File: src/rtl/clock_display_scan_pkg.sv
// Shared types, segment codes and the binary-to-BCD helper for the HH:MM:SS scan display.
// Each field converts to a tens/units pair, or to two dash codes when it is out of range.
package clock_disp_pkg;

    localparam int NUM_DIGITS = 6;

    typedef logic [2:0] digit_idx_t;
    typedef logic [3:0] bcd_t;

    typedef struct packed {
        bcd_t tens;
        bcd_t units;
    } bcd_pair_t;

    localparam digit_idx_t IDX_FIRST = 3'd0;
    localparam digit_idx_t IDX_LAST  = 3'd5;

    // Active-low segment patterns, bit order {g,f,e,d,c,b,a}
    localparam logic [6:0] SEG_0     = 7'h40;
    localparam logic [6:0] SEG_1     = 7'h79;
    localparam logic [6:0] SEG_2     = 7'h24;
    localparam logic [6:0] SEG_3     = 7'h30;
    localparam logic [6:0] SEG_4     = 7'h19;
    localparam logic [6:0] SEG_5     = 7'h12;
    localparam logic [6:0] SEG_6     = 7'h02;
    localparam logic [6:0] SEG_7     = 7'h78;
    localparam logic [6:0] SEG_8     = 7'h00;
    localparam logic [6:0] SEG_9     = 7'h10;
    localparam logic [6:0] SEG_DASH  = 7'h3F;
    localparam logic [6:0] SEG_BLANK = 7'h7F;

    localparam bcd_t BCD_DASH = 4'hF;

    // Tens digit comes from a compare chain so no divider is synthesised.
    function automatic bcd_pair_t bin_to_bcd2(input logic [5:0] v, input logic [5:0] limit);
        bcd_pair_t  r;
        logic [5:0] rem;
        r   = '0;
        rem = v;
        if (v >= limit) begin
            r.tens  = BCD_DASH;
            r.units = BCD_DASH;
        end else begin
            if (v >= 6'd50) begin
                r.tens = 4'd5;
                rem    = v - 6'd50;
            end else if (v >= 6'd40) begin
                r.tens = 4'd4;
                rem    = v - 6'd40;
            end else if (v >= 6'd30) begin
                r.tens = 4'd3;
                rem    = v - 6'd30;
            end else if (v >= 6'd20) begin
                r.tens = 4'd2;
                rem    = v - 6'd20;
            end else if (v >= 6'd10) begin
                r.tens = 4'd1;
                rem    = v - 6'd10;
            end else begin
                r.tens = 4'd0;
                rem    = v;
            end
            r.units = rem[3:0];
        end
        return r;
    endfunction

endpackage

File: src/rtl/seg7_decode.sv
// BCD code to active-low 7-segment pattern; 0-9 are digits, 4'hF is a dash, all else blank.
// Purely combinational.
module seg7_decode
    import clock_disp_pkg::*;
(
    input  logic [3:0] code,
    output logic [6:0] seg
);

    always_comb begin
        seg = SEG_BLANK;
        case (code)
            4'd0:     seg = SEG_0;
            4'd1:     seg = SEG_1;
            4'd2:     seg = SEG_2;
            4'd3:     seg = SEG_3;
            4'd4:     seg = SEG_4;
            4'd5:     seg = SEG_5;
            4'd6:     seg = SEG_6;
            4'd7:     seg = SEG_7;
            4'd8:     seg = SEG_8;
            4'd9:     seg = SEG_9;
            BCD_DASH: seg = SEG_DASH;
            default:  seg = SEG_BLANK;
        endcase
    end

endmodule

File: src/rtl/clock_display_scan.sv
// Six-digit multiplexed HH:MM:SS display driver with per-frame input snapshot and registered outputs.
// Optional CLKDISP_DP_BLINK_EN: separators follow snap_ss[0] so they blink with the seconds.
module clock_display_scan
    import clock_disp_pkg::*;
#(
    parameter int SCAN_DIV = 50000
) (
    input  logic       clk,
    input  logic       rst_n,
    input  logic [5:0] ss,
    input  logic [5:0] mm,
    input  logic [4:0] hh,
    output logic [5:0] an,
    output logic [6:0] seg,
    output logic       dp
);

    localparam int DIV_W = (SCAN_DIV > 2) ? $clog2(SCAN_DIV) : 1;
    localparam logic [DIV_W-1:0] DIV_LAST = DIV_W'(SCAN_DIV - 1);

    logic [DIV_W-1:0] div_cnt;
    logic             tick;
    digit_idx_t       idx_q;
    logic [5:0]       snap_ss;
    logic [5:0]       snap_mm;
    logic [4:0]       snap_hh;

    assign tick = (div_cnt == DIV_LAST);

    // Snapshot only at the frame wrap so one frame never mixes old and new time.
    always_ff @(posedge clk) begin
        if (!rst_n) begin
            div_cnt <= '0;
            idx_q   <= IDX_FIRST;
            snap_ss <= '0;
            snap_mm <= '0;
            snap_hh <= '0;
        end else begin
            div_cnt <= tick ? '0 : div_cnt + 1'b1;
            if (tick) begin
                if (idx_q == IDX_LAST) begin
                    idx_q   <= IDX_FIRST;
                    snap_ss <= ss;
                    snap_mm <= mm;
                    snap_hh <= hh;
                end else begin
                    idx_q <= idx_q + 3'd1;
                end
            end
        end
    end

    bcd_pair_t ss_bcd;
    bcd_pair_t mm_bcd;
    bcd_pair_t hh_bcd;

    assign ss_bcd = bin_to_bcd2(snap_ss, 6'd60);
    assign mm_bcd = bin_to_bcd2(snap_mm, 6'd60);
    assign hh_bcd = bin_to_bcd2({1'b0, snap_hh}, 6'd24);

    logic [NUM_DIGITS-1:0][3:0] digit_code;
    logic [NUM_DIGITS-1:0][6:0] digit_seg;

    assign digit_code[0] = ss_bcd.units;
    assign digit_code[1] = ss_bcd.tens;
    assign digit_code[2] = mm_bcd.units;
    assign digit_code[3] = mm_bcd.tens;
    assign digit_code[4] = hh_bcd.units;
    assign digit_code[5] = hh_bcd.tens;

    for (genvar g = 0; g < NUM_DIGITS; g++) begin : g_dec
        seg7_decode u_dec (
            .code (digit_code[g]),
            .seg  (digit_seg[g])
        );
    end

    logic [6:0] seg_nxt;
    logic [5:0] an_nxt;
    logic       sep;
    logic       dp_nxt;

    always_comb begin
        seg_nxt = SEG_BLANK;
        for (int k = 0; k < NUM_DIGITS; k++) begin
            if (idx_q == digit_idx_t'(k)) seg_nxt = digit_seg[k];
        end
    end

    assign an_nxt = ~(6'd1 << idx_q);
    assign sep    = (idx_q == 3'd2) || (idx_q == 3'd4);

`ifdef CLKDISP_DP_BLINK_EN
    assign dp_nxt = ~sep | snap_ss[0];
`else
    assign dp_nxt = ~sep;
`endif

    always_ff @(posedge clk) begin
        if (!rst_n) begin
            an  <= 6'h3F;
            seg <= SEG_BLANK;
            dp  <= 1'b1;
        end else begin
            an  <= an_nxt;
            seg <= seg_nxt;
            dp  <= dp_nxt;
        end
    end

endmodule

File: config.mk
export PLATFORM = sky130hd
export DESIGN_NAME = clock_display_scan
export DESIGN_NICKNAME = d
export VERILOG_FILES = /design/src/rtl/clock_display_scan_pkg.sv /design/src/rtl/seg7_decode.sv /design/src/rtl/clock_display_scan.sv
export SDC_FILE = /design/constraint.sdc
export NUM_CORES = 1
export LEC_CHECK = 0
export BUFFER_PORTS_ARGS = -buffer_cell sky130_fd_sc_hd__buf_2
export CORE_MARGIN = 2
export CORE_UTILIZATION = 50
export DETAILED_ROUTE_END_ITERATION = 8
export GPL_TIMING_DRIVEN = 0
export PLACE_DENSITY_LB_ADDON = 0.3
export SLEW_MARGIN = 10
export SYNTH_ARGS = -nofsm -noshare
export SYNTH_HDL_FRONTEND = slang
export SYNTH_SLANG_ARGS = --single-unit
File: constraint.sdc
create_clock -name clk -period 3.55 [get_ports clk]
set_input_delay 0.1775 -clock clk [delete_from_list [all_inputs] [get_ports clk]]
set_output_delay 0.1775 -clock clk [all_outputs]
set_load 0.01 [all_outputs]
# Word-level counts from Yosys, hierarchy flattened
# Memory sizes are Yosys's and may differ from the RTL's.
# Cells that the tools add are included.
# totals
reg_bits	50
rom_bits	672
inputBits	19
out_inout_bits	14
word_cells	103
n_memories	6
# op_classes
addsub	17
order_cmp	18
eq_ne	6
n_shift	1
muxes	40
n_bitwise	3
reduce_logical	4
# memory_table
name	depth	word_bits	read_ports	rd_ports_with_merged_regs	wr	line	source
(name not given)	16	7	1	0	0	seg7_decode.sv:12	case (code)
(name not given)	16	7	1	0	0	seg7_decode.sv:12	
(name not given)	16	7	1	0	0	seg7_decode.sv:12	
(name not given)	16	7	1	0	0	seg7_decode.sv:12	
(name not given)	16	7	1	0	0	seg7_decode.sv:12	
(name not given)	16	7	1	0	0	seg7_decode.sv:12	
# op_table
cell	n
4-bit two-way mux	15
7-bit two-way mux	6
6-bit greater-or-equal comparator (second input constant)	6
4-bit subtractor (second input constant)	9
6-bit by 5-bit greater-or-equal comparator with 1-bit output (second input constant)	4
8-bit two-way mux	3
3-bit two-way mux	7
16-bit by 1-bit adder with 16-bit output (second input constant)	1
16-bit == test (second input constant)	1
5-bit greater-or-equal comparator (second input constant)	3
5-bit by 6-bit greater-or-equal comparator with 1-bit output (second input constant)	2
6-bit by 4-bit greater-or-equal comparator with 1-bit output (second input constant)	2
2-bit two-way mux	6
4-bit by 2-bit subtractor with 4-bit output (second input constant)	3
4-bit by 3-bit subtractor with 4-bit output (second input constant)	3
3-bit by 2-bit == test with 1-bit output (second input constant)	2
3-bit == test (second input constant)	2
6-bit NOT	1
1-bit by 3-bit << shifter with 6-bit output (first input constant)	1
5-bit by 4-bit greater-or-equal comparator with 1-bit output (second input constant)	1
3-bit by 1-bit adder with 3-bit output (second input constant)	1
3-bit by 1-bit == test with 1-bit output (second input constant)	1
3-bit logical NOT	1
1-bit two-way mux	3
other kinds (4)	5

# Longest topological paths before layout
# Gate-level depths: netlist of run 1.
# An unclocked memory read counts as a cell.
# depth
depth_word	14
ltp_mapped	15
mapped_depth_nobuf	14

# Hierarchy
# Synthesis of run 1 repeated with hierarchy kept, for this count alone.
# hier_totals
hier_cells	616
hier_area_um2	4738.3
# by_module_without_submodules
module	n_inst	cells_per_inst	area_per_inst_um2	seq_area_each_um2
clock_display_scan	1	406	3319.4	1001.0
seg7_decode	6	35	236.5	0.0

# Worst setup path before layout of run 1
# Ideal clock, no wire load.
# synth_path
kind	reg-to-reg
from	register snap_mm[2]
to	register seg[1]
setup_time_ps	82
t_arrival_ps	3144
required_ps	3468
path_slack_ps	324
path_stages_with_launch	13
path_buffers	0
synth_period_minus_slack_ps	3226
path_cell_list	dfxtp_1 inv_1 ha_1 a2111o_1 or2_4 a221oi_2 xnor2_1 or2_2 ha_1 o211a_1 o21ai_0 a31oi_1 o221ai_1
# synth_via
elab_chain_len	12
elab_cells_between_ends	28
classes_between	5 x add/sub; 6 x order compare; 15 x mux; 2 x memory
# synth_rtl
item	line	source
start, declared	clock_display_scan.sv:25	logic [5:0] snap_mm;
start signal, assigned	clock_display_scan.sv:44	snap_mm <= mm;
6-bit by 4-bit greater-or-equal comparator with 1-bit output or 4-bit subtractor (tied branches)	clock_display_scan_pkg.sv:56, clock_display_scan_pkg.sv:58	
4-bit two-way mux	clock_display_scan_pkg.sv:56	end else if (v >= 6'd10) begin
4-bit two-way mux	clock_display_scan_pkg.sv:53	end else if (v >= 6'd20) begin
4-bit two-way mux	clock_display_scan_pkg.sv:50	end else if (v >= 6'd30) begin
4-bit two-way mux	clock_display_scan_pkg.sv:47	end else if (v >= 6'd40) begin
4-bit two-way mux	clock_display_scan_pkg.sv:44	if (v >= 6'd50) begin
8-bit two-way mux (*)	clock_display_scan_pkg.sv:40	if (v >= limit) begin
memory 16 x 7 bit	--	
7-bit two-way mux	clock_display_scan.sv:86	if (idx_q == digit_idx_t'(k)) seg_nxt = digit_seg[k];
7-bit two-way mux (*) (3 in a row)	clock_display_scan.sv:86	
end signal, assigned	clock_display_scan.sv:106	seg <= seg_nxt;
end, declared	clock_display_scan.sv:14	output logic [6:0] seg,
# Every way passes the cells marked *; elsewhere a longest branch is shown, timed or not.
# A chain may end at the register's enable or synchronous reset.

# Final worst setup path of run 1
# Same ends and word-level chain as after synthesis.

==> results of run 1 <==
-- repair_timing --
action | in CTS | in global routing
setup buffers | 0 | 2
hold buffers | 0 | 0
endpoints found under the setup margin | 3 | 7
pin swaps | 0 | 2
gates resized for setup | 4 | 16
-- stage by stage --
step	cells	TNS (ns)
floorplan	545	0
global placement	684	-0.152
detailed placement	684	-0.264
CTS	692	0
global route	694	-0.0106
finish	694	0
-- Yosys cell counts, types with 5 or more instances --
| cell | instances | share of area (%) |
|---|---|---|
| ha_1 | 52 | 15 |
| nor2_1 | 52 | 4.4 |
| dfxtp_1 | 50 | 22 |
| nand2_1 | 37 | 3.1 |
| inv_1 | 33 | 2.8 |
| nor2b_1 | 27 | 3.8 |
| mux2i_1 | 25 | 5.6 |
| o21ai_0 | 22 | 2.5 |
| nand3_1 | 20 | 2.2 |
| a21oi_1 | 19 | 2.1 |
| clkbuf_1 | 15 | 1.3 |
| and3_1 | 13 | 1.8 |
| xnor2_1 | 11 | 2.2 |
| nor3_1 | 10 | 1.1 |
| xor2_1 | 10 | 2.0 |
| a21o_1 | 9 | 1.5 |
| a31oi_1 | 8 | 1.1 |
| a211oi_1 | 7 | 1.2 |
| o21a_1 | 6 | 1.0 |
| a21boi_0 | 5 | 0.84 |
| nand2b_1 | 5 | 0.70 |
| nor3b_1 | 5 | 0.84 |
-- sequential cells by signal, summed over array words and instances (netlist names) --
| register | count |
|---|---|
| idx_q | 3 |
| snap_ss | 6 |
| an | 6 |
| dp | 1 |
| div_cnt | 16 |
| snap_hh | 5 |
| seg | 7 |
| snap_mm | 6 |
-- area by class of cell --
cell class | instances | share of cell area [%]
repair buffers | 33 | 3.44
inverters | 33 | 2.50
flip-flops and latches | 50 | 20.3
well taps | 108 | 2.73
multi-input cells | 441 | 67.1
clock inverters | 3 | 0.531
plain buffers | 21 | 2.02
clock buffers | 5 | 1.39
-- layer usage --
layer  share of wire, %  up-vias
met3                4.6       25
met5                  0        -
met1                 48     1953
met2                 45      114
met4                2.7        0
li1                   -     2047
-- worst reg2reg max path: stages, from the launching register on --
cell      delay (ns)
dfxtp_4         0.38
inv_2           0.08
ha_1            0.23
a2111o_1        0.48
or2_4           0.31
a221oi_4        0.27
xnor2_2         0.14
or2_2           0.34
ha_1            0.31
o211a_1         0.23
o21ai_1         0.16
a31oi_1         0.15
o221ai_1        0.27
-- path summary, 6_finish.rpt --
path	depth (start not counted)	slack (ns)	startpoint	endpoint
setup / recovery	12	0.1	snap_mm[2]	seg[1]
hold / removal	3	0.11	mm[3]	snap_mm[3]
setup reg to reg	12	0.1	snap_mm[2]	seg[1]
hold reg to reg	1	0.46	div_cnt[0]	div_cnt[0]
-- power breakdown --
| part | switching (uW) | internal (uW) | leakage, uW | total (uW) |
|---|---|---|---|---|
| Clock | 226 | 146 | 0.0000491 | 371 |
| Sequential | 2.99 | 567 | 0.000408 | 570 |
| Combinational | 20.8 | 19.8 | 0.00160 | 40.6 |
| Total | 249 | 733 | 0.00205 | 982 |
-- cells by family after synthesis --
kind of cell             share of synthesized area, %
XOR/XNOR                                         4.12
AND/OR/NAND/NOR                                  25.7
AO/OA/AOI/OAI                                    22.4
multiplexers                                     5.85
flip-flops                                       22.4
buffers and inverters                            4.99
adder cells (fa/ha/maj)                          14.6
==> metrics.cfg, run 1 <==
[cts]
cts_sinks = 50
clk_pin_slew_ns = 0.10
clkLatencyLatePin_ns = 0.32
htreeDepth = 2
clockBufferDepth = 2
numCtsBuffers = 5
clockRootBuffer = clkbuf_8
cts_tree = built

[power_and_ir_drop]
p_per_area_nw_per_um2 = 198
design_power_total_uw = 982
p_leak_uw = 0.00205
vdd_drop_max_mv = 0.173

[cells_and_area]
final_layout_size_suffix_gt1_share_pct = 14.2
final_nets = 656
fin_area_um2 = 4950
multiInputGateArea_um2 = 3320
syn_to_final_growth_pct = 10.9
mostFrequentLayoutCells = 52 x nor2_1, 52 x ha_1, 47 x dfxtp_1
seq_area_um2 = 1010
n_antenna_cell = 0
final_core_util_pct = 57.1
fillCellCount = 798

[placement]
place_congestion = 1.00
place_hpwl_mm = 8.12
place_area_um2 = 4760
dp_slack_ns = -0.174
portBuffers = 31

[drt]
wl_mm = 10.7
first_iter_violations = 257
post_drt_wl_per_cell_um = 15.4
vias = 4139
ant_nets = 0
dr.pass1.iters = 5
vias_per_cell = 5.96
drc = 0

[critical_path]
critical_path.startpoint_type = flip-flop
worstPathCellList = inv_2 -> ha_1 -> a2111o_1 -> or2_4 -> a221oi_4 -> xnor2_2 -> or2_2 -> ha_1 -> o211a_1 -> o21ai_1 -> a31oi_1 -> o221ai_1
slowest_stage = a2111o_1
crit_top_cell = ha_1
critPathMaxStageDelay_ns = 0.48
path_class = reg -> reg
cp_data_arrival_time_ns = 3.67
critPathMaxFanout = 6
cp-end-kind = flip-flop
crit_family = compound AO/OA/AOI/OAI gates
critPathBufInv = 1
required_ns = 3.76

[logic_synthesis]
syn-cell-area_um2 = 4470
synth_fp_nets = 616
syn_area_per_cell_um2 = 8.20
synth_enable_flop_cells = 0
yosysSeqAreaShare_pct = 22.4
synthFlopType = dfxtp_1
netlist_instances = 545
yosys_register_bits = 50
ys_types = 75
synth.yosys.warnings = 0
synthArstFlopShare_pct = 0

[die]
chipHeight_um = 98.5
initial_utilization_pct = 51.5
die_w_um = 98.5
rows = 34
die_area_um2 = 9710
core_um2 = 8680
ios = 33

[global_route]
grt_antenna_before_repair = 0
grt_pass1_vias = 3781
gr-usage-all-layers_pct = 21.8
met2_usage_pct = 34.5
grt_pass1_wl_mm = 17.7
grt_use_met1_pct = 30.3
grt_use_met3_pct = 2.34
grt_overflow = 0
grt_max_degree = 19
top_usage_layer = met2

[worst_hold_path]
hold_class = in -> reg

[sta]
worstMarginPinSlew_ns = 1.03
setup_ws_ns = 0.0998
setup_viol = 0
relSlewSlack_pct = 31.3
finalCriticalPeriod_ns = 3.45
max_clock_freq_mhz = 290
post-route-period-util_pct = 97.2
final.setup_skew_ns = 0.00683
fin_hold_ws_ns = 0.111
slew_viol_final = 0
hold_viol_final = 0

[job]
max_cap_violations = 0

[status]
status = finished, final reports clean

Power figures use the tool's default switching activity.
==> run 2, diff against run 1 <==
Settings changed: CELL_PAD_IN_SITES_DETAIL_PLACEMENT from default to 0, CELL_PAD_IN_SITES_GLOBAL_PLACEMENT from default to 1, CORE_UTILIZATION 50 to 46, RECOVER_POWER from default to 50.
==> metrics.cfg, run 2 (same netlist as run 1, synthesis figures left out) <==
[drt]
vias = 4066  ; -1.8%
highest_layer = met4
drc = 0  ; unchanged
met2_length_mm = 5.16  ; +8.3%
first_iter_violations = 224  ; -13%
vias_per_cell = 5.66  ; -5.0%
post_drt_wl_per_cell_um = 15.4  ; -0.30%
wl_met3_um = 393  ; -20%
dr.pass1.iters = 5  ; unchanged
wl_mm = 11.0  ; +3.1%
ant_nets = 0  ; unchanged
met1_length_mm = 5.32  ; +3.3%

[sta]
final.setup_skew_ns = 0.00716  ; +0.000336 ns
setup_viol = 0  ; unchanged
finalCriticalPeriod_ns = 3.40  ; -0.0465 ns
post-route-period-util_pct = 95.9  ; -1.3 points
setup-tns-final_ns = 0  ; unchanged
rsz0062_at_grt = no
worstMarginPinSlew_ns = 0.978  ; -0.0493 ns
hold_viol_final = 0  ; unchanged
slew_viol_final = 0  ; unchanged
relSlewSlack_pct = 34.6  ; +3.3 points
fin_hold_ws_ns = 0.121  ; +0.00976 ns
max_clock_freq_mhz = 294  ; +1.4%

[placement]
place_congestion = 0.910  ; -9.3%
place_hpwl_mm = 8.38  ; +3.3%
dp.cells = 705  ; +3.1%
portBuffers = 31  ; unchanged

[cells_and_area]
syn_to_final_growth_pct = 12.3
largest_register = div_cnt
n_antenna_cell = 0  ; unchanged
fillCellCount = 910  ; +14%
multiInputGateArea_um2 = 3330  ; +0.15%
mostFrequentLayoutCells = 52 x nor2_1, 52 x ha_1, 47 x dfxtp_1
largest_reg_flops = 16  ; unchanged
final_layout_size_suffix_gt1_share_pct = 12.7  ; -1.4 points
finalNonFillerCells = 718  ; +3.5%
final_nets = 659  ; +0.46%
top_regs = div_cnt x16, seg x7
seq_area_um2 = 1010  ; unchanged

[cts]
numCtsBuffers = 5  ; unchanged
clockBufferDepth = 2  ; unchanged
cts_sinks = 50  ; unchanged
clockRootBuffer = clkbuf_8
clk_pin_slew_ns = 0.10  ; about the same
cts_hold_repair.buffers = 0  ; unchanged
htreeDepth = 2  ; unchanged
cts_tree = built
clkLatencyLatePin_ns = 0.31  ; about the same

[die]
die_area_um2 = 10500  ; +8.3%
die_w_um = 103  ; +4.1%
chipHeight_um = 103  ; +4.1%
initial_utilization_pct = 47.9  ; -3.6 points
core_um2 = 9330  ; +7.5%
rows = 35  ; +2.9%
ios = 33  ; unchanged

[power_and_ir_drop]
combPwrFrac_pct = 3.9  ; -0.2 points
p_per_area_nw_per_um2 = 206  ; +4.1%
vdd_drop_max_mv = 0.120  ; -31%
power.switching_uw = 235  ; -5.8%
p_int_uw = 800  ; +9.3%
clock_power_share_pct = 41.1  ; +3.3 points
seqPwrFrac_pct = 55.0  ; -3.0 points
p_leak_uw = 0.00205  ; -0.25%
swShare_pct = 22.7  ; -2.7 points

[critical_path]
cp-end-kind = flip-flop
path_class = reg -> reg
critical_path.startpoint_type = flip-flop
required_ns = 3.77  ; about the same
cp-startpoint = snap_mm[2]
r2r_slack_ns = 0.15  ; +0.05 ns
rr_worst_depth = 12  ; unchanged
critPathMaxFanout = 6  ; unchanged
r2r-start = snap_mm[2]
r2r-end = seg[1]
endpoint = seg[1]
cp_data_arrival_time_ns = 3.62  ; -0.05 ns

[status]
status = finished, final reports clean

[global_route]
grt_pass1_vias = 3777  ; -0.11%
grt_pass1_wl_mm = 18.4  ; +4.1%
grt_overflow = 0  ; unchanged
grt_antenna_before_repair = 0  ; unchanged
gr-usage-all-layers_pct = 21.7  ; about the same
grt_max_degree = 18  ; -1

[worst_hold_path]
hold_class = in -> reg

[job]
max_cap_violations = 0  ; unchanged

run 2: cell types whose count changed in the layout (fill, tap and decap cells not counted), sizes merged:
cell and change:
clkinv -1, clkbuf +14, inv -2, bufinv +1, buf -11, clkinvlp +2
run 2: power by group through the flow:
stage	Clock, uW	Sequential, uW	Combinational (uW)
after floorplan	0	586	18.6
after global placement	0	583	41.0
after detailed placement	0	584	41.7
after CTS	436	570	41.9
after global routing	460	571	45.3
final	425	570	40.3
run 2: layout make-up:
class | instances | share of cell area [%]
plain buffers | 21 | 2.04
clock buffers | 5 | 1.37
clock inverters | 3 | 0.973
inverters | 33 | 2.54
multi-input cells | 441 | 66.3
flip-flops and latches | 50 | 20.1
well taps | 129 | 3.22
repair buffers | 36 | 3.49
run 2: worst min-delay path by stage:
stage | from | end | slack [ns] | cells after the start
3_3_place_gp | mm[0] | snap_mm[0] | 0.43 | 3
4_1_cts | hh[2] | snap_hh[2] | 0.11 | 3
5_1_grt | mm[0] | snap_mm[0] | 0.12 | 3
3_5_place_dp | hh[3] | snap_hh[3] | 0.44 | 3
6_report | hh[3] | snap_hh[3] | 0.12 | 3
2_1_floorplan | mm[5] | snap_mm[5] | 0.35 | 2
run 2: metrics by stage:
| step | setup WS, ns | utilization (%) | power [uW] | instance area (um^2) |
|---|---|---|---|---|
| 2_1_floorplan | 0.324 | - | 604 | 4470 |
| 3_3_place_gp | -0.203 | 51.3 | 624 | 4780 |
| 3_5_place_dp | -0.246 | 51.3 | 625 | 4780 |
| 4_1_cts | 0.0000449 | 52.8 | 1050 | 4920 |
| 5_1_grt | 0.00447 | 53.8 | 1080 | 5020 |
| 6_report | 0.146 | 53.8 | 1040 | 5020 |
run 2: routing by layer:
| layer | GRT usage, % | vias up |
|---|---|---|
| met2 | 35.7 | 103 |
| li1 | - | 2043 |
| met5 | 0 | - |
| met3 | 2.51 | 19 |
| met4 | 5.85 | 0 |
| met1 | 30.3 | 1901 |
run 2: critical path, stage by stage (launching register included):
cell        delay, ns
dfxtp_4          0.40
clkinvlp_4       0.09
ha_1             0.22
a2111o_1         0.46
or2_4            0.30
a221oi_4         0.29
xnor2_2          0.15
or2_2            0.35
ha_1             0.31
o211a_1          0.22
o21ai_0          0.16
a31oi_1          0.12
o221ai_1         0.22
run 2: repair_timing:
| item | CTS | global route |
|---|---|---|
| buffers inserted | 0 | 5 |
| gates resized for setup | 6 | 17 |
| pin swaps | 0 | 1 |
| endpoints found under the setup margin | 7 | 7 |
